===== config.mk =====
export PLATFORM = sky130hd
export DESIGN_NAME = conv_bcd_div
export DESIGN_NICKNAME = d
export VERILOG_FILES = /design/src/rtl/conv_bcd_div_pkg.sv /design/src/rtl/conv_bcd_div_ajuste_bcd.sv /design/src/rtl/conv_bcd_div.sv
export SDC_FILE = /design/constraint.sdc
export NUM_CORES = 1
export LEC_CHECK = 0
export CAP_MARGIN = 5
export CORE_MARGIN = 2
export CORE_UTILIZATION = 47
export DETAILED_ROUTE_END_ITERATION = 6
export HOLD_SLACK_MARGIN = 0.03
export PLACE_DENSITY_LB_ADDON = 0.08
export SLEW_MARGIN = 20
export SYNTH_ARGS = -nofsm -noshare
export SYNTH_HDL_FRONTEND = slang
export SYNTH_SLANG_ARGS = --single-unit

===== constraint.sdc =====
create_clock -name clk -period 1.96 [get_ports clk]
set_clock_uncertainty 0.2 [all_clocks]
set_input_delay 0.392 -clock clk [delete_from_list [all_inputs] [get_ports clk]]
set_output_delay 0.392 -clock clk [all_outputs]
set_load 0.005 [all_outputs]

===== src/rtl/conv_bcd_div_pkg.sv =====
// Shared definitions for the quotient-to-BCD conversion stage that sits
// between the restoring divider and the 7-segment display driver.
package pkg_ula;

  // Control states of the converter.
  typedef enum logic [1:0] {
    OCIOSO   = 2'd0,  // waiting for an operand
    CONVERTE = 2'd1,  // one double-dabble iteration per clock
    PRONTO   = 2'd2   // result presented, waiting for the display stage
  } estado_t;

  // Width of the BCD accumulator: three 4-bit digits.
  localparam int LARG_BCD = 12;

  // Digit code the display decodes as a blank segment group.
  localparam logic [3:0] APAGADO = 4'hF;

endpackage : pkg_ula


===== src/rtl/conv_bcd_div_ajuste_bcd.sv =====
// Double-dabble correction for one BCD digit: adds 3 when the digit is 5 or
// more, so that the following left shift carries correctly into the next
// decade.
module ajuste_bcd (
  input  logic [3:0] digito_i,
  output logic [3:0] digito_o
);

  // Pure combinational correction; the digit never exceeds 9 here, so the
  // sum fits in 4 bits.
  assign digito_o = (digito_i >= 4'd5) ? (digito_i + 4'd3) : digito_i;

endmodule : ajuste_bcd


===== src/rtl/conv_bcd_div.sv =====
// Sequential binary-to-BCD converter for the divider quotient. Accepts the
// quotient plus the remainder and divide-by-zero flags, converts one bit per
// clock with shift-and-add-3, and holds the three digits and flags for the
// display stage under a valid/ready handshake.
module conv_bcd_div #(
  parameter int         LARG    = 8,
  parameter logic [3:0] APAGADO = pkg_ula::APAGADO
) (
  input  logic            clk,
  input  logic            rst,
  input  logic            in_valid,
  output logic            in_ready,
  input  logic [LARG-1:0] quociente,
  input  logic            r_exists,
  input  logic            erro,
  output logic            out_valid,
  input  logic            out_ready,
  output logic [3:0]      centenas,
  output logic [3:0]      dezenas,
  output logic [3:0]      unidades,
  output logic            r_flag,
  output logic            erro_flag
);

  import pkg_ula::*;

  // Counter wide enough to hold LARG-1; a single bit is kept for LARG=1.
  localparam int CW = (LARG > 1) ? $clog2(LARG) : 1;
  localparam logic [CW-1:0] ULTIMA_ITER = CW'(LARG - 1);

  // Control and datapath state.
  estado_t               estado_q;
  logic [CW-1:0]         cont_q;
  logic [LARG-1:0]       bin_q;
  logic [LARG_BCD-1:0]   bcd_q;
  logic                  r_q;
  logic                  erro_q;

  // Output registers.
  logic [3:0]            centenas_q;
  logic [3:0]            dezenas_q;
  logic [3:0]            unidades_q;
  logic                  r_flag_q;
  logic                  erro_flag_q;

  // Next value of the {BCD, binary} shift pair for one iteration.
  logic [LARG_BCD-1:0]      bcd_ajustado;
  logic [LARG_BCD+LARG-1:0] desloc_d;
  logic [LARG_BCD-1:0]      bcd_d;
  logic [LARG-1:0]          bin_d;

  // One correction cell per decade, all applied before the shift.
  for (genvar g = 0; g < LARG_BCD / 4; g++) begin : g_ajuste
    ajuste_bcd u_ajuste (
      .digito_i (bcd_q[4*g +: 4]),
      .digito_o (bcd_ajustado[4*g +: 4])
    );
  end

  // Corrected digits and remaining binary bits shift left together, so the
  // binary MSB enters the units digit LSB.
  assign desloc_d = {bcd_ajustado, bin_q} << 1;
  assign bcd_d    = desloc_d[LARG_BCD+LARG-1 -: LARG_BCD];
  assign bin_d    = desloc_d[LARG-1:0];

  // Handshake outputs depend only on the state register, so there is no
  // combinational path from in_valid or out_ready.
  assign in_ready  = (estado_q == OCIOSO);
  assign out_valid = (estado_q == PRONTO);

  assign centenas  = centenas_q;
  assign dezenas   = dezenas_q;
  assign unidades  = unidades_q;
  assign r_flag    = r_flag_q;
  assign erro_flag = erro_flag_q;

  // Controller, iteration counter, shift registers and output registers.
  // NOTE: every register here uses <= so all updates see the pre-edge values;
  // a blocking assignment would let the shift read its own freshly written
  // state within the same edge.
  always_ff @(posedge clk) begin
    if (rst) begin
      estado_q    <= OCIOSO;
      cont_q      <= '0;
      bin_q       <= '0;
      bcd_q       <= '0;
      r_q         <= 1'b0;
      erro_q      <= 1'b0;
      centenas_q  <= 4'd0;
      dezenas_q   <= 4'd0;
      unidades_q  <= 4'd0;
      r_flag_q    <= 1'b0;
      erro_flag_q <= 1'b0;
    end else begin
      case (estado_q)
        OCIOSO: begin
          if (in_valid && in_ready) begin
            bin_q  <= quociente;
            bcd_q  <= '0;
            r_q    <= r_exists;
            erro_q <= erro;
            cont_q <= '0;
            if (erro) begin
              // Divide-by-zero: nothing to convert, show a blank display.
              centenas_q  <= APAGADO;
              dezenas_q   <= APAGADO;
              unidades_q  <= APAGADO;
              r_flag_q    <= 1'b0;
              erro_flag_q <= 1'b1;
              estado_q    <= PRONTO;
            end else begin
              estado_q <= CONVERTE;
            end
          end
        end

        CONVERTE: begin
          bcd_q  <= bcd_d;
          bin_q  <= bin_d;
          cont_q <= cont_q + 1'b1;
          if (cont_q == ULTIMA_ITER) begin
            // Last bit shifted in: the next accumulator value is the result.
            centenas_q  <= bcd_d[11:8];
            dezenas_q   <= bcd_d[7:4];
            unidades_q  <= bcd_d[3:0];
            r_flag_q    <= r_q;
            erro_flag_q <= erro_q;
            estado_q    <= PRONTO;
          end
        end

        PRONTO: begin
          // Outputs stay frozen until the display stage takes them.
          if (out_ready) begin
            estado_q <= OCIOSO;
          end
        end

        default: begin
          estado_q <= OCIOSO;
        end
      endcase
    end
  end

endmodule : conv_bcd_div

Word level (Yosys, flattened, before mapping)
Index checks and enable logic that the tools add are counted.
{ "word_totals": {"reg_bits": 41, "output_inout_bits": 16, "elab_cells": 62, "in_bits": 14} }
{ "classes": {"addsub": 4, "n_eq_ne": 7, "mux": 30, "reduce_logical": 7, "order_cmp": 3} }
{ "ops": {"columns": ["operator", "n"], "rows": [
  ["2-to-1 mux 4 bit", 7],
  ["case mux 12 bit (2 select lines)", 1],
  ["case mux 4 bit (2 select lines)", 3],
  ["case mux 8 bit (2 select lines)", 1],
  [">= comparator 4 x 3 -> 1 bit (second input constant)", 3],
  ["2-to-1 mux 12 bit", 1],
  ["adder 4 x 2 -> 4 bit (second input constant)", 2],
  ["2-to-1 mux 2 bit", 4],
  ["2-to-1 mux 8 bit", 1],
  ["2-to-1 mux 1 bit", 6],
  ["2-to-1 mux 3 bit", 2],
  ["inequality test 2 x 1 -> 1 bit (second input constant)", 3],
  ["case mux 2 bit (3 select lines)", 1],
  ["case mux 3 bit (2 select lines)", 1],
  ["case mux 1 bit (2 select lines)", 2],
  ["AND reduction 2 bit", 2],
  ["AND reduction 4 bit", 1],
  ["adder 3 x 1 -> 3 bit (second input constant)", 1],
  ["adder 3 x 2 -> 3 bit (second input constant)", 1],
  ["equality test 3 bit (second input constant)", 1],
  ["AND reduction 3 bit", 1],
  ["equality test 2 x 1 -> 1 bit (second input constant)", 1],
  ["equality test 2 bit (second input constant)", 1],
  ["logical NOT 2 bit", 1],
  ["other kinds (3)", 3]
]} }

Logic depth before layout (Yosys ltp)
{ "logic_depth": {"word_depth": 4, "depth_mapped": 8, "ltp_nobuf": 6} }

Modules after synthesis
A second synthesis with hierarchy kept.
{ "hier_totals": {"cells_unflattened": 198, "hier_area_um2": 1903.1} }
{ "by_module_without_submodules": {"columns": ["mod", "area_each_um2", "cells_each", "seq_area_each_um2", "n_inst"], "rows": [
  ["conv_bcd_div", 1599.0, 150, 820.8, 1],
  ["ajuste_bcd", 101.3, 16, 0.0, 3]
]} }

Worst setup path after synthesis
No wires, ideal clock.
{ "synth_timing": {"path_type": "register to register", "start": "reg cont_q[0]", "end": "reg centenas_q[3] (netlist: centenas[3])", "path_slack_ns": 0.140, "synth_period_minus_slack_ns": 1.820, "stages_incl_launch_ff": 9, "required_time_ns": 1.632, "arrival_ns": 1.492, "setup_ns": 0.128, "path_buffers": 2, "cell_sequence": "dfxtp_1 -> ha_1 -> ha_1 -> and3b_1 -> buf_6 -> a21o_4 -> buf_6 -> o22ai_1 -> nor2_1"} }
{ "synth_between": {"elab_chain_cells": 3} }
{ "synth_lines": {"columns": ["element", "line", "rtl"], "rows": [
  ["start: declaration", "conv_bcd_div.sv:33", "logic [CW-1:0] cont_q;"],
  ["start signal: assignment", "conv_bcd_div.sv:120", "cont_q <= cont_q + 1'b1;"],
  ["equality test 3 bit", "conv_bcd_div.sv:121", "if (cont_q == ULTIMA_ITER) begin"],
  ["inequality test 2 bit (no line)", null, null],
  ["AND reduction 4 bit (no line)", null, null],
  ["end signal: assignment", "conv_bcd_div.sv:123", "centenas_q <= bcd_d[11:8];"],
  ["end: declaration", "conv_bcd_div.sv:40", "logic [3:0] centenas_q;"]
]} }
No other way between the ends.
A chain may end at the register's enable or synchronous reset.

Worst setup path after layout
{ "layout_timing": {"start": "reg estado_q[0]", "end": "out in_ready"} }
{ "layout_between": {"elab_chain_cells": 1} }
{ "layout_lines": {"columns": ["element", "line", "rtl"], "rows": [
  ["start: declaration", "conv_bcd_div.sv:32", "estado_t estado_q;"],
  ["start signal: assignment", "conv_bcd_div.sv:83", "estado_q <= OCIOSO;"],
  ["start signal: assignment", "conv_bcd_div.sv:110", "estado_q <= PRONTO;"],
  ["start signal: assignment", "conv_bcd_div.sv:112", "estado_q <= CONVERTE;"],
  ["logical NOT 2 bit", "conv_bcd_div.sv:68", "assign in_ready = (estado_q == OCIOSO);"],
  ["end: declaration", "conv_bcd_div.sv:12", "output logic in_ready,"]
]} }
No other way between the ends.

==> summary.md <==
| Metric | Value |
|---|---|
| CP Launch Type | `flip-flop` |
| Yosys reg bits | `41` |
| Rows | `22` |
| Post-synthesis instance total | `about 210` |
| Core Region | `around 3700 µm²` |
| Clk root buf | `clkbuf_8` |
| WL final | `roughly 4000 µm` |
| GRT overflow | `0` |
| DR iter-0 viols | `60` |
| Syn nets | `234` |
| Min Clock Period, post-route | `~1.9 ns` |
| Nets@finish | `265` |
| Switch share | `0.242` |
| Cell area after layout | `around 2300 µm²` |
| Critical Setup Path Class | `flip-flop to primary output` |
| DP Area | `~2200 µm²` |
| Vias in the first global route | `roughly 1600` |
| Die span in x | `between 60 and 70 µm` |
| Sequential share of power | `0.517` |
| Cell Chain, Critical Path | `nor2_1 > clkdlybuf4s50_1` |
| WP data required | `roughly 1.4 ns` |
| CP Buf/Inv Count | `1` |
| Routed Antenna Nets | `0` |
| CTS Buffer Depth | `2` |
| Worst Tran Pin Value | `approximately 0.3 ns` |
| Area growth syn-to-layout | `25.0%` |
| # clock sinks | `between 40 and 50` |
| IO buf count | `29` |
| Final cell count without fillers | `292` |
| H-tree depth | `2` |
| Register area share after synthesis | `0.441` |
| Status | `completed` |
| Proportion of layout cells with a drive suffix above 1 | `0.119` |
| Hold-fix buffers, CTS | `0` |
| RSZ-0062 raised after global routing | `false` |
| Setup-failing EPs final | `0` |
| Initial Util | `0.497` |
| Internal power | `about 0.0013 W` |
| Area of the multi-input gates | `a little over 900 µm²` |
| Pre-Repair DR Iteration Count | `4` |
| Critical path arrival | `between 1 and 1.5 ns` |
| Seq. cell area | `between 800 and 900 µm²` |
| Die Y | `~67 µm` |
| Initial antenna violation count | `0` |
| Switch Pwr | `between 0.0004 and 0.0005 W` |
| Worst min-delay path category | `flip-flop to flip-flop` |
| Final total power | `approximately 0.0018 W` |
| Overall Global Routing Usage | `0.212` |
| Hold slack | `~0.27 ns` |
| Worst setup EP type | `primary output` |
| Crit path largest cell delay | `approximately 0.5 ns` |
| Synth async-reset ratio | `0` |
| Post-DR wirelength/cell | `13.8 µm` |
| Clock power share | `0.344` |
| Max Cap Viol | `0` |
| GPL Wtd Cong | `about 0.81` |
| Cell family with most CP delay | `buffers and inverters` |
| Peak supply drop | `around 0.42 mV` |
| Critical Path Fanout Max | `10` |
| Slowest CP cell | `clkdlybuf4s50_1` |
| Via count | `between 1500 and 2000` |
| Inst Count DP | `between 200 and 300` |
| Slew headroom | `0.799` |
| Post CTS Setup Buffer Count | `0` |
| Cell Pwr Density | `between 700 and 800 nW/µm²` |
| Clock latency on the worst-skew pair | `about 0.29 ns` |
| Period Utilization, post-route | `0.949` |
| Remaining DRCs | `0` |
| Unique masters post-synth | `32` |
| Flip-flop cell with the highest count after synthesis | `dfxtp_1` |
| TritonCTS clock tree | `yes` |
| Top-count cell post-synth | `dfxtp_1` |
| Pins Over Slew Limit | `0` |
| Yosys warns | `0` |
| Final Hold Viols | `0` |
| I/O pins | `30` |
| Max Freq | `between 500 and 600 MHz` |
| Post-synth EDFFs | `0` |
| Yosys top cell by area | `dfxtp_1` |
| Leakage power | `a little under 0.9 nW` |
| Logic gate share of total power | `0.140` |
| Number of antenna diodes | `0` |
| Die area | `between 4000 and 5000 µm²` |
| Via/cell ratio | `around 5.4` |
| Most common library cells after synthesis | `dfxtp_1, nor2_1, nand2_1, a21oi_1, nand2b_1` |
| Detailed placement HPWL | `slightly below 3000 µm` |
| Mapped Avg Cell Area | `between 8 and 9 µm²` |
| Largest net degree at the start of global routing | `22` |
| Synthesized cell area | `about 1900 µm²` |
| CTS Buf Count | `5` |
| First-pass GRT wire length | `slightly above 7000 µm` |
| Post-synth top area share | `0.441` |
| Ranking of synthesized cells by area | `dfxtp_1, nor2_1, ha_1` |
| Clock Pin Slew Worst Setup and Hold Paths | `~0.070 ns` |
| Fillers | `329` |
## through the flow
step	TNS, ns	setup WS [ns]	utilization
2_1_floorplan	0	0.140	-
5_1_grt	0	0.0236	0.621
3_5_place_dp	-0.131	-0.0309	0.590
3_3_place_gp	0	0.00683	0.590
4_1_cts	0	0.00972	0.618
6_report	0	0.0999	0.621
## kinds of logic after synthesis
group / Yosys count / synth area share
AO/OA/AOI/OAI: 49 / 0.184
XOR/XNOR: 3 / 0.0141
adder cells (fa/ha/maj): 8 / 0.0538
buffers and inverters: 22 / 0.0626
flip-flops: 41 / 0.441
multiplexers: 5 / 0.0289
AND/OR/NAND/NOR: 84 / 0.215
## timing repair
action	in CTS	in global routing
resized for setup	3	3
setup endpoints to repair	1	4
pin swaps	0	0
## cell type report
cell class                      count  area share
Clock buffer                        7      0.0415
Inverter                            7      0.0113
Multi-Input combinational cell    149       0.401
Sequential cell                    41       0.354
Timing Repair Buffer               39       0.164
Tap cell                           48      0.0258
Clock inverter                      1     0.00215
## state kept, by name, indices dropped and copies added (netlist names)
signal and cells:
unidades 4, cont_q 3, dezenas 4, estado_q 2, erro_flag 1, erro_q 1, centenas 4, r_q 1
bcd_q 12, r_flag 1, bin_q 8
## worst paths after layout
| kind | slack (ns) | cells past startpoint | end | start |
|---|---|---|---|---|
| max | 0.1 | 2 | in_ready | estado_q[0] |
| min | 0.27 | 1 | estado_q[0] | estado_q[1] |
| max reg2reg | 0.15 | 6 | unidades[2] | bcd_q[1] |
| min reg2reg | 0.27 | 1 | estado_q[0] | estado_q[1] |
## per-layer routing
| metal | track usage | up-vias | wire length, µm |
|---|---|---|---|
| met5 | 0 | - | 0 |
| met1 | 0.251 | 755 | 1820 |
| li1 | - | 799 | - |
| met4 | 0.102 | 0 | 51 |
| met3 | 0.0456 | 5 | 157 |
| met2 | 0.364 | 26 | 1990 |
## cell usage in the layout, fill, tap and decap left out, drive strengths merged
cell,n
dfxtp,41
nor2,37
clkdlybuf4s50,28
nand2,21
nand2b,10
buf,10
a21oi,10
a211oi,9
ha,8
inv,7
a311oi,7
o21ai,7
clkbuf,7
a22oi,6
nor3,4
o22ai,4
o32ai,4
mux2,3
xnor2,3
nand3b,3
nor3b,3
mux2i,2
nor2b,2
and2b,1
and3b,1
a21o,1
or2,1
or4,1
o311ai,1
clkinv,1
dlymetal6s2s,1
## power by group through the flow
stage	combinational (W)	sequential [W]	clock (W)
4_1_cts	0.000248	0.000908	0.000614
6_report	0.000245	0.000907	0.000603
3_5_place_dp	0.000247	0.000927	0
5_1_grt	0.000274	0.000914	0.000657
3_3_place_gp	0.000240	0.000925	0
2_1_floorplan	0.000140	0.000919	0
## worst register-to-register path, delay by kind of cell, from the launching register on
family	cells	cell delay, ns
AOI/OAI and AO/OA	2	0.41
muxes	1	0.37
DFF	1	0.33
adders and majority gates	1	0.18
and+or+nand+nor	1	0.16
buffers and inverters	1	0.08
Note: power is estimated with default switching activity, not from simulation.
==> patch, RTL diff (same flow settings) <==
`LARG`: 8 -> 16.
--- a/src/rtl/conv_bcd_div.sv
+++ b/src/rtl/conv_bcd_div.sv
@@ -5,3 +5,3 @@
 module conv_bcd_div #(
-  parameter int         LARG    = 8,
+  parameter int         LARG    = 16,
   parameter logic [3:0] APAGADO = pkg_ula::APAGADO
Ports: changed (resized quociente); port bits go from 30 to 38. No check against the original RTL was run, so the function may have changed too.
==> patch against the unedited design <==
Sequential share of layout area rose by 0.96 points; routed wire length rose by 19%; first-iteration DRC count rose by 92%; count of clock-buffer cells in the layout fell by 2; sequential cell count rose by 9; power rose by 16%; design area rose by 19%; area after synthesis rose by 17%; worst setup slack improved by 0.012 ns; critical path type is now flip-flop to flip-flop; critical endpoint is now unidades[2]; largest power group unchanged.
==> patch: results (changes against the unedited design) <==
[setup_path]
crit_fanout=4  ; -6
cp_slowest_cell=mux2_2
arrival_ns=1.87  ; +0.60 ns
critical-path-max-stage-delay_ns=0.39  ; -0.11 ns
critPathKind=flip-flop to flip-flop
r2r-start=bcd_q[0]
ff2ff_setup_slack_ns=0.11  ; -0.04 ns
cp_top_family=compound AO/OA/AOI/OAI gates

[synth]
ys_async_sr_fraction_pct=0  ; unchanged
synthesis.nets=274  ; +17%
netlist-cell-type-count=34  ; +6.3%
synth_commonest_cells=dfxtp_1, nand2_1, a21oi_1
synth_area_per_cell_um2=8.881  ; +1.3%
yosys-top-cells-area=dfxtp_1, a21oi_1, nand2_1
ys_seq_area_share_pct=46.00  ; +1.9 points

[global_route]
grt_pass1_vias=1739  ; +11%
grt_first_pass_wirelength_um=7962  ; +13%
grtUsageTotal_pct=19.57  ; -1.7 points
grt_max_degree=39  ; +77%

[run_status]
outcome=finished clean

[placed_design]
place_ws_ns=-0.1762  ; -0.1453 ns
io_buffers=37  ; +28%
post-place-cells=331  ; +17%
globalplace.congestion=0.7334  ; -9.0%
hpwlAfterDp_um=3227  ; +8.9%
place_area_mm2=0.002631  ; +19%

[worst_hold_path]
min_to=bin_q[11]
hold_depth=2  ; +1
holdCritStartpoint=bin_q[11]

[cts]
clkSlewWorstSetupHoldPaths_ns=0.09  ; +0.02 ns
clock_tree.root_cell=clkbuf_8
cts_buffers=5  ; unchanged
clockBufferDepth=2  ; unchanged
cts-resized-gates=3  ; unchanged

[routing]
vias=1832  ; +16%
drt-initial-drc-count=115  ; +92%
detail_route.wl_per_cell_um=14.05  ; +2.1%
wirelength_um=4791  ; +19%

[finish]
fill_cells=407  ; +24%
drive_gt1_share_pct=16.26  ; +4.4 points
reg.largest.list=bin_q x16, bcd_q x12
nNetsFinal=318  ; +20%

[pwr]
pg_clk_uw=565  ; -6.3%
power_switching_uw=534.1  ; +26%
ir_drop_v=0.0004355  ; +2.9%
pg_seq_mw=1.11  ; +22%
p_int_mw=1.501  ; +13%
p_leak_nw=0.9981  ; +13%

[timing]
worst_slew_margin_rel_pct=69.12  ; -11 points
hold_ws_ns=0.2583  ; -0.008383 ns

patch: changes by cell type in the layout (fill, tap and decap cells not counted), moves of 6 or more:
cell	change
a21oi_1	+15
nor2_1	-15
a22oi_1	+8
clkdlybuf4s50_1	+8
dfxtp_1	+8
nand2_1	+8
nor3_1	+8
a311oi_1	-7
a211oi_2	+6
buf_4	+6
patch: cell type report:
class / instances / area, µm² / share of cell area [%]
Clock inverter: 2 / 10.01 / 0.3617
Tap cell: 52 / 65.06 / 2.351
Multi-Input combinational cell: 171 / 1081 / 39.06
Sequential cell: 50 / 1007 / 36.39
Inverter: 8 / 30.03 / 1.085
Clock buffer: 5 / 68.82 / 2.486
Timing Repair Buffer: 53 / 505.5 / 18.26
patch: cell families after synthesis:
| kind of cell | share of synthesized area [%] |
|---|---|
| XOR/XNOR | 1.208 |
| multiplexers | 2.070 |
| AND/OR/NAND/NOR | 18.29 |
| buffers and inverters | 5.175 |
| flip-flops | 46.00 |
| adder cells (fa/ha/maj) | 4.025 |
| AO/OA/AOI/OAI | 23.23 |
patch: metal layers:
| metal | track usage (%) | wire length [µm] |
|---|---|---|
| met5 | 0 | 0 |
| met4 | 5.660 | 27 |
| met3 | 5.417 | 163 |
| met2 | 30.97 | 2193 |
| met1 | 26.29 | 2407 |
patch: worst min-delay path: cells and delay by family (launching register included):
| family | cells | cell delay, ns |
|---|---|---|
| and+or+nand+nor | 1 | 0.05 |
| AOI/OAI and AO/OA | 1 | 0.05 |
| DFF | 1 | 0.31 |
patch: how the worst max path moves through the flow:
stage	end	slack, ns
4_1_cts	out_valid	0.02
6_report	unidades[2]	0.11
3_5_place_dp	bcd_q[1]	-0.18
5_1_grt	dezenas[2]	0.02
3_3_place_gp	bcd_q[1]	-0.16
2_1_floorplan	dezenas[2]	0.21
